==> src/rtl/mem_arb.sv <==
// Two-master arbiter in front of a single-port RAM: core (m0) and debug/loader (m1).
// m0 has priority. m1 is forced a grant after STARVE_LIM wait cycles and can lock ownership.
module mem_arb #(
    parameter int AW         = 32,
    parameter int DW         = 32,
    parameter int STARVE_LIM = 4
) (
    input  logic            clk,
    input  logic            rstn,

    input  logic            m0_req,
    input  logic            m0_we,
    input  logic [DW/8-1:0] m0_wem,
    input  logic [AW-1:0]   m0_addr,
    input  logic [DW-1:0]   m0_wdata,
    output logic            m0_gnt,
    output logic            m0_rvalid,
    output logic [DW-1:0]   m0_rdata,

    input  logic            m1_req,
    input  logic            m1_we,
    input  logic            m1_lock,
    input  logic [DW/8-1:0] m1_wem,
    input  logic [AW-1:0]   m1_addr,
    input  logic [DW-1:0]   m1_wdata,
    output logic            m1_gnt,
    output logic            m1_rvalid,
    output logic [DW-1:0]   m1_rdata,

    output logic            ram_cs,
    output logic            ram_we,
    output logic [DW/8-1:0] ram_wem,
    output logic [AW-1:0]   ram_addr,
    output logic [DW-1:0]   ram_wdata,
    input  logic [DW-1:0]   ram_rdata,

    output logic            hold_flag_o
);

    // state | meaning
    // IDLE  | no access granted last cycle
    // OWN0  | m0 won last cycle
    // OWN1  | m1 won last cycle (m1_lock may keep it)
    // The same encoding tracks which master owes a read return (IDLE = none).
    typedef enum logic [1:0] {
        IDLE = 2'd0,
        OWN0 = 2'd1,
        OWN1 = 2'd2
    } owner_t;

    localparam logic [3:0] LIM = 4'(STARVE_LIM);

    owner_t     owner_q, owner_d;
    owner_t     rd_owner_q, rd_owner_d;
    owner_t     win;
    logic [3:0] wait_cnt_q, wait_cnt_d;

    always_ff @(posedge clk) begin
        if (rstn) begin
            owner_q    <= IDLE;
            rd_owner_q <= IDLE;
            wait_cnt_q <= 4'd0;
        end else begin
            owner_q    <= owner_d;
            rd_owner_q <= rd_owner_d;
            wait_cnt_q <= wait_cnt_d;
        end
    end

    always_comb begin
        win = IDLE;
        if (owner_q == OWN1 && m1_lock && m1_req)
            win = OWN1;
        else if (m1_req && wait_cnt_q == LIM)
            win = OWN1;
        else if (m0_req)
            win = OWN0;
        else if (m1_req)
            win = OWN1;
        // Reset gates the winner so every grant and RAM strobe is held low.
        if (rstn)
            win = IDLE;
    end

    always_comb begin
        owner_d    = win;
        rd_owner_d = IDLE;
        wait_cnt_d = 4'd0;

        m0_gnt    = (win == OWN0);
        m1_gnt    = (win == OWN1);
        ram_cs    = 1'b0;
        ram_we    = 1'b0;
        ram_wem   = '0;
        ram_addr  = '0;
        ram_wdata = '0;

        unique case (win)
            OWN0: begin
                ram_cs    = 1'b1;
                ram_we    = m0_we;
                ram_wem   = m0_wem;
                ram_addr  = m0_addr;
                ram_wdata = m0_wdata;
                if (!m0_we)
                    rd_owner_d = OWN0;
            end
            OWN1: begin
                ram_cs    = 1'b1;
                ram_we    = m1_we;
                ram_wem   = m1_wem;
                ram_addr  = m1_addr;
                ram_wdata = m1_wdata;
                if (!m1_we)
                    rd_owner_d = OWN1;
            end
            default: ;
        endcase

        if (m1_req && win != OWN1)
            wait_cnt_d = (wait_cnt_q >= LIM) ? LIM : wait_cnt_q + 4'd1;

        m0_rvalid   = !rstn && rd_owner_q == OWN0;
        m1_rvalid   = !rstn && rd_owner_q == OWN1;
        m0_rdata    = m0_rvalid ? ram_rdata : '0;
        m1_rdata    = m1_rvalid ? ram_rdata : '0;
        hold_flag_o = !rstn && m0_req && !m0_gnt;
    end

endmodule

==> config.mk <==
export PLATFORM = sky130hd
export DESIGN_NAME = mem_arb
export DESIGN_NICKNAME = d
export VERILOG_FILES = /design/src/rtl/mem_arb.sv
export SDC_FILE = /design/constraint.sdc
export NUM_CORES = 1
export LEC_CHECK = 0
export ABC_AREA = 0
export CORE_AREA = 2 2 123 125
export CTS_CLUSTER_SIZE = 14
export DETAILED_ROUTE_END_ITERATION = 8
export DIE_AREA = 0 0 125 127
export PLACE_DENSITY = 0.6
export SLEW_MARGIN = 25
export SYNTH_ARGS = -nofsm -noshare
export SYNTH_HDL_FRONTEND = slang
export SYNTH_SLANG_ARGS = --single-unit
==> constraint.sdc <==
create_clock -name clk -period 2.8 [get_ports clk]
set_input_delay 0.42 -clock clk [delete_from_list [all_inputs] [get_ports clk]]
set_output_delay 0.42 -clock clk [all_outputs]
set_load 0.05 [all_outputs]
# == Word-level counts from Yosys, hierarchy flattened ==
# Index checks and enable logic that the tools add are counted.
# word_totals
reg_bits,8
# op_classes
n_reduce_logical,13
bitwise,1
n_addsub,1
eq_ne,7
muxes,16
n_lt_le_gt_ge,1
# ops
operator,n
$pmux W32 S2,2
$mux W32,2
$mux W2,6
$logic_and A1 B1 Y1,8
$pmux W4 S2,1
$eq A2 B2 Y1 const B,3
$add A4 B1 Y4 const B,1
$eq A2 B1 Y1 const B,2
$eq A4 B3 Y1 const B,1
$ge A4 B3 Y1 const B,1
$pmux W2 S2,1
$reduce_or A2 Y1,2
$mux W3,1
$reduce_or A3 Y1,1
$logic_not A1 Y1,2
$mux W1,2
$ne A2 B2 Y1 const B,1
$pmux W1 S2,1
$not A1 Y1,1

# == Longest topological paths before layout ==
# Gate-level depths: netlist of run 1.
# logic_depth
word_depth,9
ltp_mapped,11
depth_no_buf,8

# == Worst setup path after synthesis of run 1 ==
# OpenSTA, ideal clock, no wires.
# synth_timing
path_type,register to output
startpoint,register wait_cnt_q[0]
endpoint,output ram_wdata[12]
path_slack_ns,-0.260
stages_incl_launch_ff,11
arrival_time_ns,2.640
path_buffers,2
t_required_ns,2.380
cell_sequence,dfxtp_1 inv_1 ha_1 nand3b_1 nand2_1 o21ai_0 ha_1 buf_2 clkbuf_1 a22oi_1 nor2_1
# synth_via
elab_chain_cells,7
elab_cells_between_ends,8
cone_classes,eq/ne: 3; mux: 4; reduce/logical: 1
# synth_lines
item,line,source
"start, declared",56,"logic [3:0] wait_cnt_q, wait_cnt_d;"
"start signal, assigned",66,wait_cnt_q <= wait_cnt_d;
$eq A4 B3 Y1,74,else if (m1_req && wait_cnt_q == LIM)
$logic_and A1 B1 Y1,74,
$mux W2,74,
$mux W2,72,if (owner_q == OWN1 && m1_lock && m1_req)
$mux W2,81,if (rstn)
$eq A2 B1 Y1,-,
via m0_gnt,16,"output logic m0_gnt,"
$pmux W32 S2,98,unique case (win)
"end, declared",34,"output logic [DW-1:0] ram_wdata,"
# The timed path passes the listed nets, and every way through them passes these cells.

# == Worst setup path in the final report of run 1 ==
# layout_timing
startpoint,input m1_req
endpoint,output ram_wem[1]
# layout_via
elab_chain_cells,7
elab_cells_between_ends,10
cone_classes,eq/ne: 2; mux: 6; reduce/logical: 2
# layout_lines
item,line,source
"start, declared",20,"input logic m1_req,"
$mux W2,78,else if (m1_req)
$mux W2,76,else if (m0_req)
$mux W2,74,
$mux W2 *,72,
$mux W2 *,81,
via owner_d[1],53,"owner_t owner_q, owner_d;"
$eq A2 B2 Y1 / $eq A2 B1 Y1 (equally long branches),98,
$pmux W4 S2 *,98,
"end, declared",32,"output logic [DW/8-1:0] ram_wem,"
# The timed path passes the listed nets; every way through them passes the cells marked *.

==> results of run 1 <==
==> critical path, delay by kind of cell <==
kind	cells	cell delay [ns]
buf+inv	3	0.84
fa+ha+maj	1	0.26
simple gates	2	0.40
compound gates	2	0.34
==> per-stage QoR <==
step | total power [uW] | TNS, ns | cells | hold WS, ns
floorplan | 466 | -0.286 | 271 | 0.466
global placement | 973 | 0 | 753 | 0.475
detailed placement | 982 | 0 | 753 | 0.505
CTS | 1230 | 0 | 756 | 0.513
finish | 1220 | 0 | 756 | 0.511
global route | 1270 | 0 | 756 | 0.514
==> routing by layer <==
| layer | up-vias | GRT usage [%] |
|---|---|---|
| met2 | 207 | 27.2 |
| li1 | 1546 | - |
| met1 | 1439 | 15.4 |
| met3 | 18 | 3.31 |
| met5 | - | 0 |
| met4 | 0 | 3.79 |
==> worst max path at each step <==
stage / from / end / slack (ns) / cells after the start
floorplan: wait_cnt_q[0]$_SDFF_PP0_ / ram_cs / -0.14 / 9
global placement: m1_lock / ram_wem[1] / 0.13 / 9
detailed placement: m1_lock / ram_wem[1] / 0.09 / 9
CTS: m1_lock / ram_wem[1] / 0.06 / 9
global route: m1_req / ram_wem[1] / 0.01 / 8
finish: m1_req / ram_wem[1] / 0.10 / 8
==> registers in the layout, indices dropped and copies added (netlist names) <==
signal / count
wait_cnt_q: 4
owner_q: 2
rd_owner_q: 2
==> report_power, final <==
part	internal [uW]	leakage, uW	switching, uW	total (uW)
clock	184	0.0000370	57.7	242
combinational	457	0.00240	396	854
sequential	119	0.0000656	2.13	121
total	761	0.00250	456	1220
==> cells in the final DEF (no fill, tap or decap) <==
cell type and n:
inv_1 4, nor2_1 2, o21ai_1 1, nor2b_2 1, nand2b_1 1, nand3b_1 2
nor3b_4 2, nand2_2 1, a21o_1 1, nor2_2 53, and2_1 64, a21oi_1 2
conb_1 1, buf_4 12, a22oi_1 69, o21a_1 2, ha_1 2, and3_1 2
buf_12 142, nor4b_1 1, dfxtp_1 8, nor2b_1 1, o31a_1 1, ha_2 2
clkbuf_16 3, nor2_4 16, clkdlybuf4s50_1 174, nor3b_1 1, ha_4 1
==> kinds of logic (layout without fill, tap and decap cells) <==
family                     Yosys count  count (layout)  synth area share, %
buffers and inverters               34             335                 11.1
DFF                                  8               8                 9.10
and+or+nand+nor                    147             147                 44.0
adders and majority gates            5               5                 3.56
AOI/OAI and AO/OA                   76              76                 32.1
other                                1               1                0.213
==> final cells by class <==
| cell class | count | share of cell area, % |
|---|---|---|
| clock buffer | 3 | 1.10 |
| multi-input combinational | 229 | 24.5 |
| timing repair buffer | 328 | 68.4 |
| tap | 184 | 3.37 |
| inverter | 4 | 0.220 |
| sequential | 8 | 2.34 |
==> impl_results.md, run 1 <==
* Port bufs at 313
* Clk sinks at 8
* Metal2 WL at 6380 um
* R2R Path Start: wait_cnt_q[0]$_SDFF_PP0_
* DR DRC count at 0
* Post-Route M1 WL at 4130 um
* Critical path, cell by cell: clkdlybuf4s50_1 -> nor2b_2 -> o21a_1 -> ha_2 -> buf_12 -> a22oi_1 -> nor2_2 -> buf_12
* Slowest stage cell, crit path: clkdlybuf4s50_1
* DRT Pass-1 Iters at 4
* Top-count cell post-synth: nor2_1
* Mean post-synth cell area at 6.49 um2
* Detailed Route Iter0 Violations at 92
* Area contributors post-synth: a22oi_1, and2_1, nor2_1, dfxtp_1, buf_6
* Final min period at 2.70 ns
* CTS Buf Count at 3
* Initial Util at 12.2%
* Hold EP: wait_cnt_q[2]$_SDFF_PP0_
* WP data required at 2.38 ns
* # diodes at 0
* Core ar. at 0.0144 mm2
* Post-synthesis sequential area ratio at 9.10%
* Reg area at 160 um2
* Area of the multi-input gates at 0.00168 mm2
* # rows at 44
* Final WS setup at 0.104 ns
* Vias in the first global route at 3,404
* Largest net degree at the start of global routing at 37
* Wire per inst at 15.8 um
* Most frequent CP cell: buf_12
* Clock Latency Late Sink at 0.23 ns
* Metal3 WL at 1150 um
* Post-synth EDFFs at 0
* Layout area overhead at 288%
* R2R Setup Slk at 0.82 ns
* Synth Cell Area at 0.00176 mm2
* Synth top area share at 29.4%
* Total Wirelength at 11,900 um
* Warnings from Yosys at 0
* Worst R2R Path Depth at 8
* Global-route wire length before repair at 18,300 um
* Top post-synthesis cells by count: nor2_1, a22oi_1, and2_1
* VDD IR-drop max at 0.147 mV
* Setup Buffers After CTS at 0
* CP Max Fanout at 35
* Yosys top cell by area: a22oi_1
* CTS root buf: clkbuf_16
* Seq cells post-synth at 8
* Routability cong. at 0.772
* Die height at 127 um
* CTS Buffer Depth at 2
* Nets at 754
* Power Dens Cells at 178 mW/mm2
* DRT antenna net count at 0
* Outcome: complete, no violations
* Grt ovf at 0
* Max-slew violations at 0
* Final instance area at 0.00683 mm2
* FILL cells at 1,293
* Hold-fix buffers at CTS at 0
* TritonCTS clock tree: done
* Place WS at 0.0857 ns
* Asr flop ratio synth at 0%
* Clock Pin Slew Worst Setup and Hold Paths at 0.03 ns
* Post-Syn Instances at 271
* Clock skew at 0.00480 ns
* Slowest stage delay, CP at 0.48 ns
* Die area at 0.0159 mm2
* FMAX at 371 MHz
* Hold Path Class: reg -> reg
* Maxcap violations at 0
* Hold-critical path depth at 1
* Hold Startpoint: wait_cnt_q[3]$_SDFF_PP0_
* RSZ-0062 raised after global routing: no
* GR Util All Layers at 14.1%
* I/O pins at 314
* Final hold violations at 0
* Top sig layer: met4
* Startpoint Class: input pin
* Die Span X at 125 um
* Crit path kind: in -> out
* Count of cell types in the netlist at 25
* Fin crit share at 96.3%
* Critical path arrival at 2.28 ns
* Initial antenna violation count at 0
* CP Capture Type: output port
* FF-to-FF End: rd_owner_q[0]$_SDFF_PP0_
* Via count at 3,210
* Detailed Place HPWL at 10,400 um
* Syn Nets at 451
* Pleak at 0.00250 uW
* Share of post-route cells with drive strength above 1 at 40.7%
* DP Area at 0.00675 mm2
* Post-CTS sizing at 0
* Setup Viol. Count Final at 0
* Utilization after layout at 47.4%
* Via density at 4.25
* CTS H-tree depth at 1
* Top_reg_cell synth: dfxtp_1
Note: power is estimated with default switching activity, not from simulation.
==> inputs of run 2 (changes only) <==
--- a/config.mk
+++ b/config.mk
@@ -7,6 +7,7 @@
 export LEC_CHECK = 0
 export ABC_AREA = 0
 export CORE_AREA = 2 2 123 125
+export CTS_BUF_LIST = sky130_fd_sc_hd__clkbuf_8
 export CTS_CLUSTER_SIZE = 14
 export DETAILED_ROUTE_END_ITERATION = 8
 export DIE_AREA = 0 0 125 127
==> run 2 against run 1 <==
Clock power down 42%. Setup slack about the same. Count of clock-buffer cells in the layout unchanged. Flip-flop and latch count unchanged. First-iteration DRC count down 8.7%. Routed wire length down 0.18%. Final cell count unchanged. Worst hold slack worse by 0.0012 ns. Combinational power about the same. Cell area down 0.49%. Global-route usage about the same.
==> impl_results.md, run 2 (same netlist as run 1, synthesis figures left out) <==
* Core ar. at 0.0144 mm2
* Initial antenna violation count at 0
* Clock Latency Late Sink at 0.23 ns
* RSZ-0062 raised after global routing: no
* Final min period at 2.70 ns
* Hold Slack at 0.510 ns
* # rows at 44
* CTS Buf Count at 3
* Commonest non-fill, non-tap cell in the layout: clkdlybuf4s50_1
* Max-slew violations at 0
* VDD IR-drop max at 0.0910 mV
* Setup Viol. Count Final at 0
* Fin crit share at 96.3%
* Clk sinks at 8
* Slowest stage delay, CP at 0.48 ns
* Detailed Route Iter0 Violations at 84
* CTS H-tree depth at 1
* Maxcap violations at 0
* Largest reg by FF count: wait_cnt_q
* TritonCTS clock tree: done
* Most frequent CP cell: buf_12
* Global-route wire length before repair at 18,200 um
* DRT Pass-1 Iters at 4
* Hold Path Class: reg -> reg
* CP Capture Type: output port
* Wire per inst at 15.8 um
* Layout area overhead at 286%
* Detailed Place HPWL at 10,400 um
* Comb pwr share at 76.5%
* Power Dens Cells at 164 mW/mm2
* # diodes at 0
* Critical path, cell by cell: clkdlybuf4s50_1 -> nor2b_2 -> o21a_1 -> ha_2 -> buf_12 -> a22oi_1 -> nor2_2 -> buf_12
* Sequential Power Share at 10.8%
* Pleak at 0.00249 uW
* Final hold violations at 0
* Crit path kind: in -> out
* Startpoint Class: input pin
* I/O pins at 314
* GR Util All Layers at 14.1%
* Total Wirelength at 11,900 um
* CTS root buf: clkbuf_8
* Hold-fix buffers at CTS at 0
* DR DRC count at 0
* Routability cong. at 0.772
* Port bufs at 313
* Grt ovf at 0
* Vias in the first global route at 3,381
* Utilization after layout at 47.1%
* Via count at 3,188
* Die area at 0.0159 mm2
* Via density at 4.22
* Number of flip-flops in the largest register at 4
* Clock skew at 0.00561 ns
* Nets at 754
* Share of post-route cells with drive strength above 1 at 40.7%
* Switching power at 446 uW
* Initial Util at 12.2%
* Total power draw at 1120 uW
* Slowest stage cell, crit path: clkdlybuf4s50_1
* Clock power frac at 12.7%
* Commonest cells after routing, fill and taps aside: clkdlybuf4s50_1, buf_12, a22oi_1
* CTS Buffer Depth at 2
* Switching share of power at 40.0%
* WP data required at 2.38 ns
* Largest net degree at the start of global routing at 37
* Largest registers: wait_cnt_q (4), owner_q (2), rd_owner_q (2)
* Clock Pin Slew Worst Setup and Hold Paths at 0.04 ns
* Critical path arrival at 2.28 ns
* Outcome: complete, no violations
* DRT antenna net count at 0
* Int Pwr at 670 uW
* CP Max Fanout at 35
* FMAX at 371 MHz
* Die height at 127 um
* Die Span X at 125 um
run 2: cell types whose count changed in the layout (fill, tap and decap cells not counted):
cell	delta
clkbuf_16	-3
clkbuf_8	+3
run 2: repair_timing:
action / 4_1_cts / 5_1_grt
resized for setup: 0 / 2
setup endpoints to repair: 0 / 1
buffers inserted: 0 / 0
run 2: worst paths after layout:
| check | slack (ns) | endpoint | cells after the start | from |
|---|---|---|---|---|
| hold / removal | 0.51 | wait_cnt_q[2]$_SDFF_PP0_ | 1 | wait_cnt_q[3]$_SDFF_PP0_ |
| hold reg to reg | 0.51 | wait_cnt_q[2]$_SDFF_PP0_ | 1 | wait_cnt_q[3]$_SDFF_PP0_ |
| setup reg to reg | 0.86 | rd_owner_q[0]$_SDFF_PP0_ | 8 | wait_cnt_q[0]$_SDFF_PP0_ |
| setup / recovery | 0.10 | ram_wem[1] | 8 | m1_req |
run 2: through the flow:
| stage | cells | TNS, ns | instance area, um2 | setup slack [ns] |
|---|---|---|---|---|
| final | 756 | 0 | 6800 | 0.104 |
| after global routing | 756 | 0 | 6800 | 0.0144 |
| after CTS | 756 | 0 | 6800 | 0.0751 |
| after detailed placement | 753 | 0 | 6750 | 0.0857 |
| after global placement | 753 | 0 | 6750 | 0.130 |
| after floorplan | 271 | -0.286 | 2010 | -0.142 |
run 2: layout make-up:
class / instances / area, um2
Tap cell: 184 / 230
Timing Repair Buffer: 328 / 4670
Clock buffer: 3 / 41.3
Multi-Input combinational cell: 229 / 1680
Inverter: 4 / 15.0
Sequential cell: 8 / 160
Fill cell: 1301 / 7630
run 2: worst max-delay path: cells and delay by family:
family	cells	cell delay, ns
buf+inv	3	0.84
simple gates	2	0.39
compound gates	2	0.35
fa+ha+maj	1	0.26
run 2: routing by layer:
layer / track usage (%) / vias to the layer above / wire length (um)
met5: 0 / - / 0
met4: 3.46 / 0 / 259
met3: 3.31 / 17 / 1100
met2: 27.3 / 202 / 6380
met1: 15.3 / 1422 / 4180
li1: - / 1547 / -
run 2: power groups by stage:
| stage | logic (uW) | registers, uW | clock network, uW |
|---|---|---|---|
| 5_1_grt | 901 | 121 | 148 |
| 2_1_floorplan | 344 | 122 | 0 |
| 4_1_cts | 863 | 121 | 144 |
| 3_3_place_gp | 850 | 123 | 0 |
| 3_5_place_dp | 859 | 123 | 0 |
| 6_report | 854 | 121 | 141 |
